`config.mk`:
```
export PLATFORM = sky130hd
export DESIGN_NAME = traffic_light_controller
export DESIGN_NICKNAME = d
export VERILOG_FILES = /design/src/rtl/traffic_light_controller.sv
export SDC_FILE = /design/constraint.sdc
export NUM_CORES = 1
export LEC_CHECK = 0
export CAP_MARGIN = 20
export CORE_MARGIN = 2
export CORE_UTILIZATION = 55
export DETAILED_ROUTE_END_ITERATION = 10
export PLACE_DENSITY = 0.77
export SKIP_CTS_REPAIR_TIMING = 1
export SLEW_MARGIN = 20
export SYNTH_ARGS = -nofsm -noshare
export SYNTH_HDL_FRONTEND = slang
export SYNTH_SLANG_ARGS = --single-unit
```
`constraint.sdc`:
```
create_clock -name clk -period 3.15 [get_ports clk]
set_input_delay 0.63 -clock clk [delete_from_list [all_inputs] [get_ports clk]]
set_output_delay 0.63 -clock clk [all_outputs]
set_load 0.005 [all_outputs]
```
`src/rtl/traffic_light_controller.sv`:
```
// Two-direction traffic light controller with traffic-adaptive green time.
// Optional all-red clearance phases are enabled with `define ALL_RED_CLEARANCE_EN;
// without it the CLEAR states are skipped and yellow hands over directly.
module traffic_light_controller #(
  parameter int unsigned GREEN_LOW    = 5,
  parameter int unsigned GREEN_MOD    = 10,
  parameter int unsigned GREEN_HIGH   = 15,
  parameter int unsigned YELLOW_TIME  = 3,
  parameter int unsigned ALL_RED_TIME = 1
) (
  input  logic       clk,
  input  logic       rst,
  input  logic [1:0] traffic_NS,
  input  logic [1:0] traffic_EW,
  output logic [1:0] NS_light,
  output logic [1:0] EW_light
);

  localparam int unsigned TW = 8;

  localparam logic [1:0] RED    = 2'b00;
  localparam logic [1:0] YELLOW = 2'b01;
  localparam logic [1:0] GREEN  = 2'b10;

  // Durations below 1 are illegal; clamp them so the timer compare never underflows.
  localparam logic [TW-1:0] G_LOW  = (GREEN_LOW    < 1) ? TW'(1) : TW'(GREEN_LOW);
  localparam logic [TW-1:0] G_MOD  = (GREEN_MOD    < 1) ? TW'(1) : TW'(GREEN_MOD);
  localparam logic [TW-1:0] G_HIGH = (GREEN_HIGH   < 1) ? TW'(1) : TW'(GREEN_HIGH);
  localparam logic [TW-1:0] Y_DUR  = (YELLOW_TIME  < 1) ? TW'(1) : TW'(YELLOW_TIME);
  localparam logic [TW-1:0] R_DUR  = (ALL_RED_TIME < 1) ? TW'(1) : TW'(ALL_RED_TIME);

  typedef enum logic [2:0] {
    NS_GREEN,
    NS_YELLOW,
    NS_CLEAR,
    EW_GREEN,
    EW_YELLOW,
    EW_CLEAR
  } state_t;

  state_t        state;
  state_t        nxt;
  logic [TW-1:0] timer;
  logic [TW-1:0] target;
  logic [TW-1:0] dur;

  // Traffic level to green duration; level 11 is treated as high.
  function automatic logic [TW-1:0] level_dur(input logic [1:0] lvl);
    case (lvl)
      2'b00:   return G_LOW;
      2'b01:   return G_MOD;
      default: return G_HIGH;
    endcase
  endfunction

  // Lamp pattern {NS, EW} shown while in a given state.
  function automatic logic [3:0] lamps(input state_t s);
    case (s)
      NS_GREEN:  return {GREEN,  RED};
      NS_YELLOW: return {YELLOW, RED};
      EW_GREEN:  return {RED,    GREEN};
      EW_YELLOW: return {RED,    YELLOW};
      default:   return {RED,    RED};
    endcase
  endfunction

  // Dwell length of the current state; greens use the latched target.
  always_comb begin
    dur = target;
    case (state)
      NS_YELLOW, EW_YELLOW: dur = Y_DUR;
      NS_CLEAR, EW_CLEAR:   dur = R_DUR;
      default:              dur = target;
    endcase
  end

  // Successor state in the fixed phase rotation.
  always_comb begin
    nxt = NS_GREEN;
    case (state)
      NS_GREEN:  nxt = NS_YELLOW;
`ifdef ALL_RED_CLEARANCE_EN
      NS_YELLOW: nxt = NS_CLEAR;
      EW_YELLOW: nxt = EW_CLEAR;
`else
      NS_YELLOW: nxt = EW_GREEN;
      EW_YELLOW: nxt = NS_GREEN;
`endif
      NS_CLEAR:  nxt = EW_GREEN;
      EW_GREEN:  nxt = EW_YELLOW;
      EW_CLEAR:  nxt = NS_GREEN;
      default:   nxt = NS_GREEN;
    endcase
  end

  // Phase sequencer: dwell timer, green target latch and registered lamp outputs.
  always_ff @(posedge clk or posedge rst) begin
    if (rst) begin
      state    <= NS_GREEN;
      timer    <= '0;
      target   <= G_LOW;
      NS_light <= GREEN;
      EW_light <= RED;
    end else if (timer == dur - TW'(1)) begin
      state                <= nxt;
      timer                <= '0;
      {NS_light, EW_light} <= lamps(nxt);
      if (nxt == NS_GREEN) begin
        target <= level_dur(traffic_NS);
      end else if (nxt == EW_GREEN) begin
        target <= level_dur(traffic_EW);
      end
    end else begin
      timer <= timer + TW'(1);
    end
  end

endmodule

```
# After elaboration in Yosys (flattened, before gate mapping)
# Index checks and enable logic that the tools add are counted.
word_totals:
  register_bits: 23
  input_bits: 6
  output_inout_bits: 4
op_classes:
  n_addsub: 2
  n_eq_ne: 11
  mux: 8
  n_reduce_logical: 9
op_table:
  columns: ["op", "count"]
  rows:
  - ["$mux W8", 3]
  - ["$pmux W4 S2", 2]
  - ["$pmux W4 S4", 1]
  - ["$pmux W8 S2", 1]
  - ["$eq A3 B2 Y1 const B", 3]
  - ["$eq A3 B3 Y1 const B", 3]
  - ["$pmux W3 S3", 1]
  - ["$add A8 B1 Y8 const B", 1]
  - ["$eq A8 B8 Y1", 1]
  - ["$sub A8 B1 Y8 const B", 1]
  - ["$eq A3 B1 Y1 const B", 2]
  - ["$logic_not A3 Y1", 2]
  - ["$reduce_or A2 Y1", 3]
  - ["$eq A2 B1 Y1 const B", 2]
  - ["$logic_not A2 Y1", 2]
  - ["$reduce_and A2 Y1", 1]
  - ["$reduce_bool A2 Y1", 1]

# Depth between registers and ports, before layout
# Gate-level depths: netlist of run 1.
logic_depth:
  ltp_word: 6
  ltp_mapped: 11
  mapped_depth_nobuf: 9

# Worst setup path after synthesis of run 1
# No wires, ideal clock.
synth_path:
  path_kind: "reg2reg"
  from: "register state[2]"
  to: "register EW_light[0]"
  setup_time_ns: 0.125
  arrival_ns: 2.550
  required_ns: 3.025
  setup_slack_ns: 0.475
  path_stages_with_launch: 10
  n_path_buf: 2
  synth_period_minus_slack_ns: 2.675
  path_cell_list: "dfrtp_1 > clkbuf_1 > a221o_1 > ha_1 > xor2_1 > or3b_1 > a32oi_1 > and3_1 > buf_6 > mux2_2"
synth_between:
  elab_chain_cells: 5
  elab_cells_between_ends: 18
  cone_classes: "add/sub: 1; eq/ne: 9; mux: 3; reduce/logical: 5"
synth_rtl:
  columns: ["item", "line", "source"]
  rows:
  - ["from (decl)", "41", "state_t state;"]
  - ["from (signal assigned)", "105", "state <= nxt;"]
  - ["$eq A3 B2 Y1, or another cell as far along", "70, 80", null]
  - ["$reduce_or A2 Y1 (on tied branches)", null, null]
  - ["$pmux W8 S2 or $pmux W3 S3 (tied branches)", "70, 80", null]
  - ["$sub A8 B1 Y8, or another cell as far along", "104", "end else if (timer == dur - TW'(1)) begin"]
  - ["$eq A8 B8 Y1 or $pmux W4 S4 (tied branches)", "104, 58", null]
  - ["to (signal assigned)", "107", "{NS_light, EW_light} <= lamps(nxt);"]
  - ["to (decl)", "16", "output logic [1:0] EW_light"]
# Several ways; a longest one is shown, not always the timed one.
# A chain may end at the register's enable or synchronous reset.

# Final worst setup path of run 1
layout_path:
  from: "register state[0]"
  to: "register state[2]"
layout_between:
  elab_chain_cells: 5
  elab_cells_between_ends: 13
  cone_classes: "add/sub: 1; eq/ne: 6; mux: 2; reduce/logical: 4"
layout_rtl:
  columns: ["item", "line", "source"]
  rows:
  - ["$eq A3 B2 Y1, or another cell as far along", "70, 80", null]
  - ["$reduce_or A2 Y1", "70", "case (state)"]
  - ["$pmux W8 S2", "70", null]
  - ["$sub A8 B1 Y8", "104", null]
  - ["$eq A8 B8 Y1", "104", null]
# Several ways; a longest one is shown, not always the timed one.

==> flow_summary_export.csv, run 1 <==
group,metric,value,unit
sta,period_share,0.935,
sta,worst_slew_pin_slew,624,ps
floorplan,ios,10,
grt,grt_pass1_vias,695,
synth,ys.flop_type,"dfrtp_1",
clock_network,insertion_delay,300,ps
power_and_ir_drop,powerDensity,965,nW/um2
clock_network,h-tree-depth,1,
grt,grt_antenna_before_repair,0,
clock_network,path_clk_slew,100,ps
detailed_routing,vias,753,
sta,rsz0062_at_grt,"false",
grt,overflow,0,
detailed_routing,wirelength,1850,um
sta,fin_crit,2940,ps
synth,synthAdderAreaFrac,0.0248,
status,status,"finished, final reports clean",
power_and_ir_drop,p_leak,0.513,nW
detailed_routing,ant_nets,0,
floorplan,num_rows,15,
finish,area_growth_syn_to_layout,12.8,%
grt,grt_max_degree,18,
synth,yosys.area_share.simple,0.219,
sta,max_freq,340,MHz
detailed_routing,drc,0,
synth,synth_largest_area_cell,"dfrtp_1",
sta,maxSlewViolCount,0,
clock_network,clock_path_buffers,2,
synth,yosys-top-cells-count,"dfrtp_1, nor2_1, mux2_2, xor2_1, inv_1",
setup_path,cp.required,3340,ps
setup_path,start_kind,"flop",
detailed_routing,avgRoutedWirePerCell,13.6,um
power_and_ir_drop,irDropWorstVdd,598,uV
synth,synthMuxAreaShare,0.0981,
clock_network,clockRootBuffer,"clkbuf_4",
finish,final.fill_count,141,
run,cap_violations,0,
sta,timing.setup.tns,0,ps
clock_network,cts_made_buffers,3,
synth,syn_avg_cell_area,10.2,um2
sta,clock_skew,1.65,ps
synth,ys_types,35,
clock_network,cts_sinks,17,
setup_path,critPathCaptureType,"flop",
detailed_routing,dr.pass1.iters,4,
floorplan,start_util,0.583,
sta,hold-worst-slack,525,ps
synth,synth_nets,107,
grt,grt_pass1_wl,3040,um
placement,dp_hpwl,1300,um
sta,maxSlewHeadroom,0.584,
synth,ys.warnings.count,0,
synth,ys_seq_area_frac,0.425,
detailed_routing,viasPerCell,5.54,
synth,synthTopCellsByArea,"dfrtp_1, mux2_2, nor2_1, dfstp_2, xor2_1",
clock_network,cts_tree,"done",
synth,synth_top_family_by_area,"simple AND/OR/NAND/NOR gates",
synth,synthesis.instances,99,
setup_path,path_class,"reg -> reg",
sta,setup_viol,0,
detailed_routing,drtIter0Drc,15,
floorplan,dieArea,2190,um2
synth,netlist_area,1010,um2
placement,io_buffers,9,
synth,synth-xor-area-share,0.0783,
finish,nNetsFinal,120,
floorplan,dieHeight,46.8,um
min_path,min_path_type,"reg -> reg",
synth,yosys.area.top_type_share,0.373,
synth,async_flop_share,1.00,
placement,place_congestion,0.779,
sta,finalHoldViolations,0,
setup_path,path_max_fanout,9,
floorplan,die_w,46.8,um
synth,ys_ff_latch,17,
finish,final_layout_size_suffix_gt1_frac,0.207,
synth,synth_edf_count,0,
synth,synth_compound_area_frac,0.102,
finish,num_antenna_cells,0,
floorplan,fp.coreArea,1730,um2
setup_path,arrival,3140,ps
grt,track_usage,0.202,
layout by cell type (no fill, tap or decap), drive strengths merged, types with 3 or more instances in the layout:
cell type / instances
dfrtp: 15
clkbuf: 4
or2: 3
nand2: 4
nor2: 15
mux2: 7
a21oi: 4
xor2: 6
clkdlybuf4s50: 9
and3: 3
xnor2: 3
nand3: 4
inv: 5
registers in the layout, summed over array words and instances (netlist names):
name      flops
state         3
target        2
EW_light      2
NS_light      2
timer         8
final timing paths:
path / cells past startpoint / slack, ps / end / startpoint
setup / recovery: 8 / 210 / state[2]$_DFFE_PP0N_ / state[0]$_DFFE_PP0N_
hold / removal: 1 / 530 / EW_light[1]$_DFFE_PP0N_ / EW_light[1]$_DFFE_PP0N_
setup reg to reg: 8 / 210 / state[2]$_DFFE_PP0N_ / state[0]$_DFFE_PP0N_
hold reg to reg: 1 / 530 / EW_light[1]$_DFFE_PP0N_ / EW_light[1]$_DFFE_PP0N_
max in group asynchronous: 2 / 2060 / timer[7]$_DFF_PP0_ / rst
min in group asynchronous: 2 / 690 / state[0]$_DFFE_PP0N_ / rst
power by group:
part           internal (mW)  switching (mW)
Combinational          0.297           0.269
Sequential             0.307           0.102
Clock                 0.0494          0.0715
metal layers:
layer,vias up,part of all wire,global-route usage
met2,12,0.49,0.326
met3,5,0.022,0.0231
met1,366,0.47,0.270
met4,0,0.022,0.100
li1,370,-,-
met5,-,0,0
layout make-up:
cell class                 instances  area, um2  area share
sequential                        17        428       0.377
clock buffer                       4       26.3      0.0231
multi-input combinational         74        527       0.464
inverter                           5       18.8      0.0165
tap                               25       31.3      0.0275
timing repair buffer              11        105      0.0925
critical path, stage by stage (launching register included):
cell     delay, ps
dfrtp_1        470
or3_4          410
a21oi_2        210
ha_1           270
xor2_1         120
or3b_1         390
a32oi_1        290
and3_2         320
mux2_2         360
cells by family (layout without fill, tap and decap cells):
logic type / count (synthesis) / after routing
flops: 17 / 17
compound gates: 13 / 13
buf+inv: 8 / 20
xor+xnor: 9 / 9
mux: 9 / 9
fa+ha+maj: 2 / 2
simple gates: 41 / 41
stage by stage:
stage,worst slack [ps],cells,utilization,cell area (um2),total power [mW]
4_1_cts,134,136,0.657,1130,1.09
2_1_floorplan,475,99,-,1010,0.857
6_report,206,136,0.658,1140,1.10
3_3_place_gp,330,132,0.642,1110,0.944
5_1_grt,32.3,136,0.658,1140,1.18
3_5_place_dp,217,132,0.642,1110,0.962
No activity file was read; power rests on OpenSTA's default activity.
==> inputs of run 2 (changes only) <==
SETUP_SLACK_MARGIN = 0.15   (was not set)
SLEW_MARGIN = 25   (was 20)
==> flow_summary_export.csv, run 2 (synthesis gave the netlist of run 1 again) <==
group,metric,value,unit
floorplan,dieHeight,46.8,um
detailed_routing,viasPerCell,5.57,
power_and_ir_drop,switching_share,0.405,
setup_path,crit_path_top_delay_cell,"dfrtp_1",
power_and_ir_drop,powerDensity,979,nW/um2
clock_network,insertion_delay,300,ps
grt,track_usage,0.202,
floorplan,num_rows,15,
sta,fin_ws,304,ps
finish,final.fill_count,142,
sta,setup_viol,0,
floorplan,ios,10,
sta,worst_slew_pin_slew,621,ps
sta,fin_crit,2850,ps
placement,dp_hpwl,1300,um
finish,num_antenna_cells,0,
placement,io_buffers,9,
grt,grt_pass1_wl,3040,um
sta,finalHoldViolations,0,
clock_network,clockRootBuffer,"clkbuf_4",
sta,clock_skew,6.40,ps
finish,multiInputGateArea,548,um2
setup_path,reg2reg_slack,300,ps
finish,mostFrequentLayoutCell,"nor2_1",
finish,top_regs,"timer x8, state x3",
min_path,min_path_type,"reg -> reg",
finish,area_growth_syn_to_layout,15.0,%
status,status,"finished, final reports clean",
finish,finalNonFillerCells,136,
setup_path,arrival,3030,ps
finish,max_flop_register,"timer",
grt,overflow,0,
run,cap_violations,0,
floorplan,fp.coreArea,1730,um2
finish,final_area,1160,um2
placement,post-place-cells,132,
detailed_routing,ant_nets,0,
finish,final_layout_size_suffix_gt1_frac,0.234,
detailed_routing,wirelength,1890,um
power_and_ir_drop,pwr-share-clk,0.105,
setup_path,path_max_fanout,9,
detailed_routing,dr.pass1.iters,4,
floorplan,start_util,0.583,
detailed_routing,vias,757,
placement,dp_slack,217,ps
placement,place_congestion,0.779,
detailed_routing,drtIter0Drc,15,
sta,max_freq,351,MHz
power_and_ir_drop,p_leak,0.511,nW
finish,layout_common_cells,"nor2_1, dfrtp_1, clkdlybuf4s50_1, mux2_2, xor2_1",
setup_path,start_kind,"flop",
power_and_ir_drop,p_switching,460,uW
clock_network,cts_sinks,17,
clock_network,clock_path_buffers,2,
finish,seq_area,429,um2
setup_path,path_class,"reg -> reg",
sta,maxSlewViolCount,0,
grt,grt_pass1_vias,695,
sta,rsz0062_at_grt,"false",
placement,postPlaceCellArea,1110,um2
grt,grt_antenna_before_repair,0,
sta,period_share,0.903,
floorplan,die_w,46.8,um
setup_path,critPathCaptureType,"flop",
detailed_routing,drc,0,
power_and_ir_drop,irDropWorstVdd,609,uV
finish,largest_reg_flops,8,
clock_network,cts_tree,"done",
clock_network,h-tree-depth,1,
grt,grt_max_degree,18,
power_and_ir_drop,pwr-share-seq,0.365,
power_and_ir_drop,combPwrFrac,0.531,
clock_network,path_clk_slew,90,ps
detailed_routing,avgRoutedWirePerCell,13.9,um
sta,timing.setup.tns,0,ps
finish,nNetsFinal,120,
floorplan,dieArea,2190,um2
setup_path,cp_slowest_stage_delay,480,ps
sta,maxSlewHeadroom,0.586,
power_and_ir_drop,internal_power,675,uW
setup_path,cp.required,3330,ps
clock_network,cts_made_buffers,3,
setup_path,crit_chain,"or3_4 > a21oi_4 > ha_2 > xor2_1 > or3b_1 > a32oi_2 > and3_4 > mux2_2",
==> run 2: worst paths after layout <==
check / from / endpoint / cells past startpoint
min reg2reg: EW_light[1]$_DFFE_PP0N_ / EW_light[1]$_DFFE_PP0N_ / 1
max in group asynchronous: rst / state[0]$_DFFE_PP0N_ / 2
min: EW_light[1]$_DFFE_PP0N_ / EW_light[1]$_DFFE_PP0N_ / 1
max: state[1]$_DFFE_PP0N_ / state[2]$_DFFE_PP0N_ / 8
min in group asynchronous: rst / NS_light[0]$_DFFE_PP0N_ / 2
max reg2reg: state[1]$_DFFE_PP0N_ / state[2]$_DFFE_PP0N_ / 8
==> run 2: layout make-up <==
type | count | area share
Multi-Input combinational cell | 74 | 0.473
Sequential cell | 17 | 0.370
Timing Repair Buffer | 11 | 0.0907
Tap cell | 25 | 0.0270
Clock buffer | 4 | 0.0227
Inverter | 5 | 0.0162
==> run 2: power groups by stage <==
stage                     registers, mW  logic [mW]  clock network, mW
after CTS                         0.407       0.565              0.121
after floorplan                   0.390       0.467                  0
after detailed placement          0.411       0.551                  0
final                             0.414       0.602              0.119
after global placement            0.408       0.536                  0
after global routing              0.426       0.660              0.128
==> run 2: routing by layer <==
metal	up-vias	share of wire	global-route usage
li1	372	-	-
met1	364	0.47	0.270
met2	16	0.48	0.326
met3	5	0.020	0.0231
met4	0	0.024	0.100
met5	-	0	0
==> run 2: metrics by stage <==
step                      hold slack, ps  utilization  total power [mW]
final                                523        0.671              1.13
after global routing                 544        0.671              1.21
after floorplan                      474            -             0.857
after global placement               494        0.642             0.944
after detailed placement             500        0.642             0.962
after CTS                            527        0.657              1.09
==> run 2: worst max-delay path, delay by kind of cell (launching register included) <==
family	cells	cell delay [ps]
xor+xnor	1	110
mux	1	350
fa+ha+maj	1	250
flops	1	480
compound gates	2	470
simple gates	3	1070
==> inputs of run 3 (changes only) <==
GPL_ROUTABILITY_DRIVEN = 0   (was not set)
==> results of run 3 <==
Final layout, timing and power as in run 2 (identical DEF).
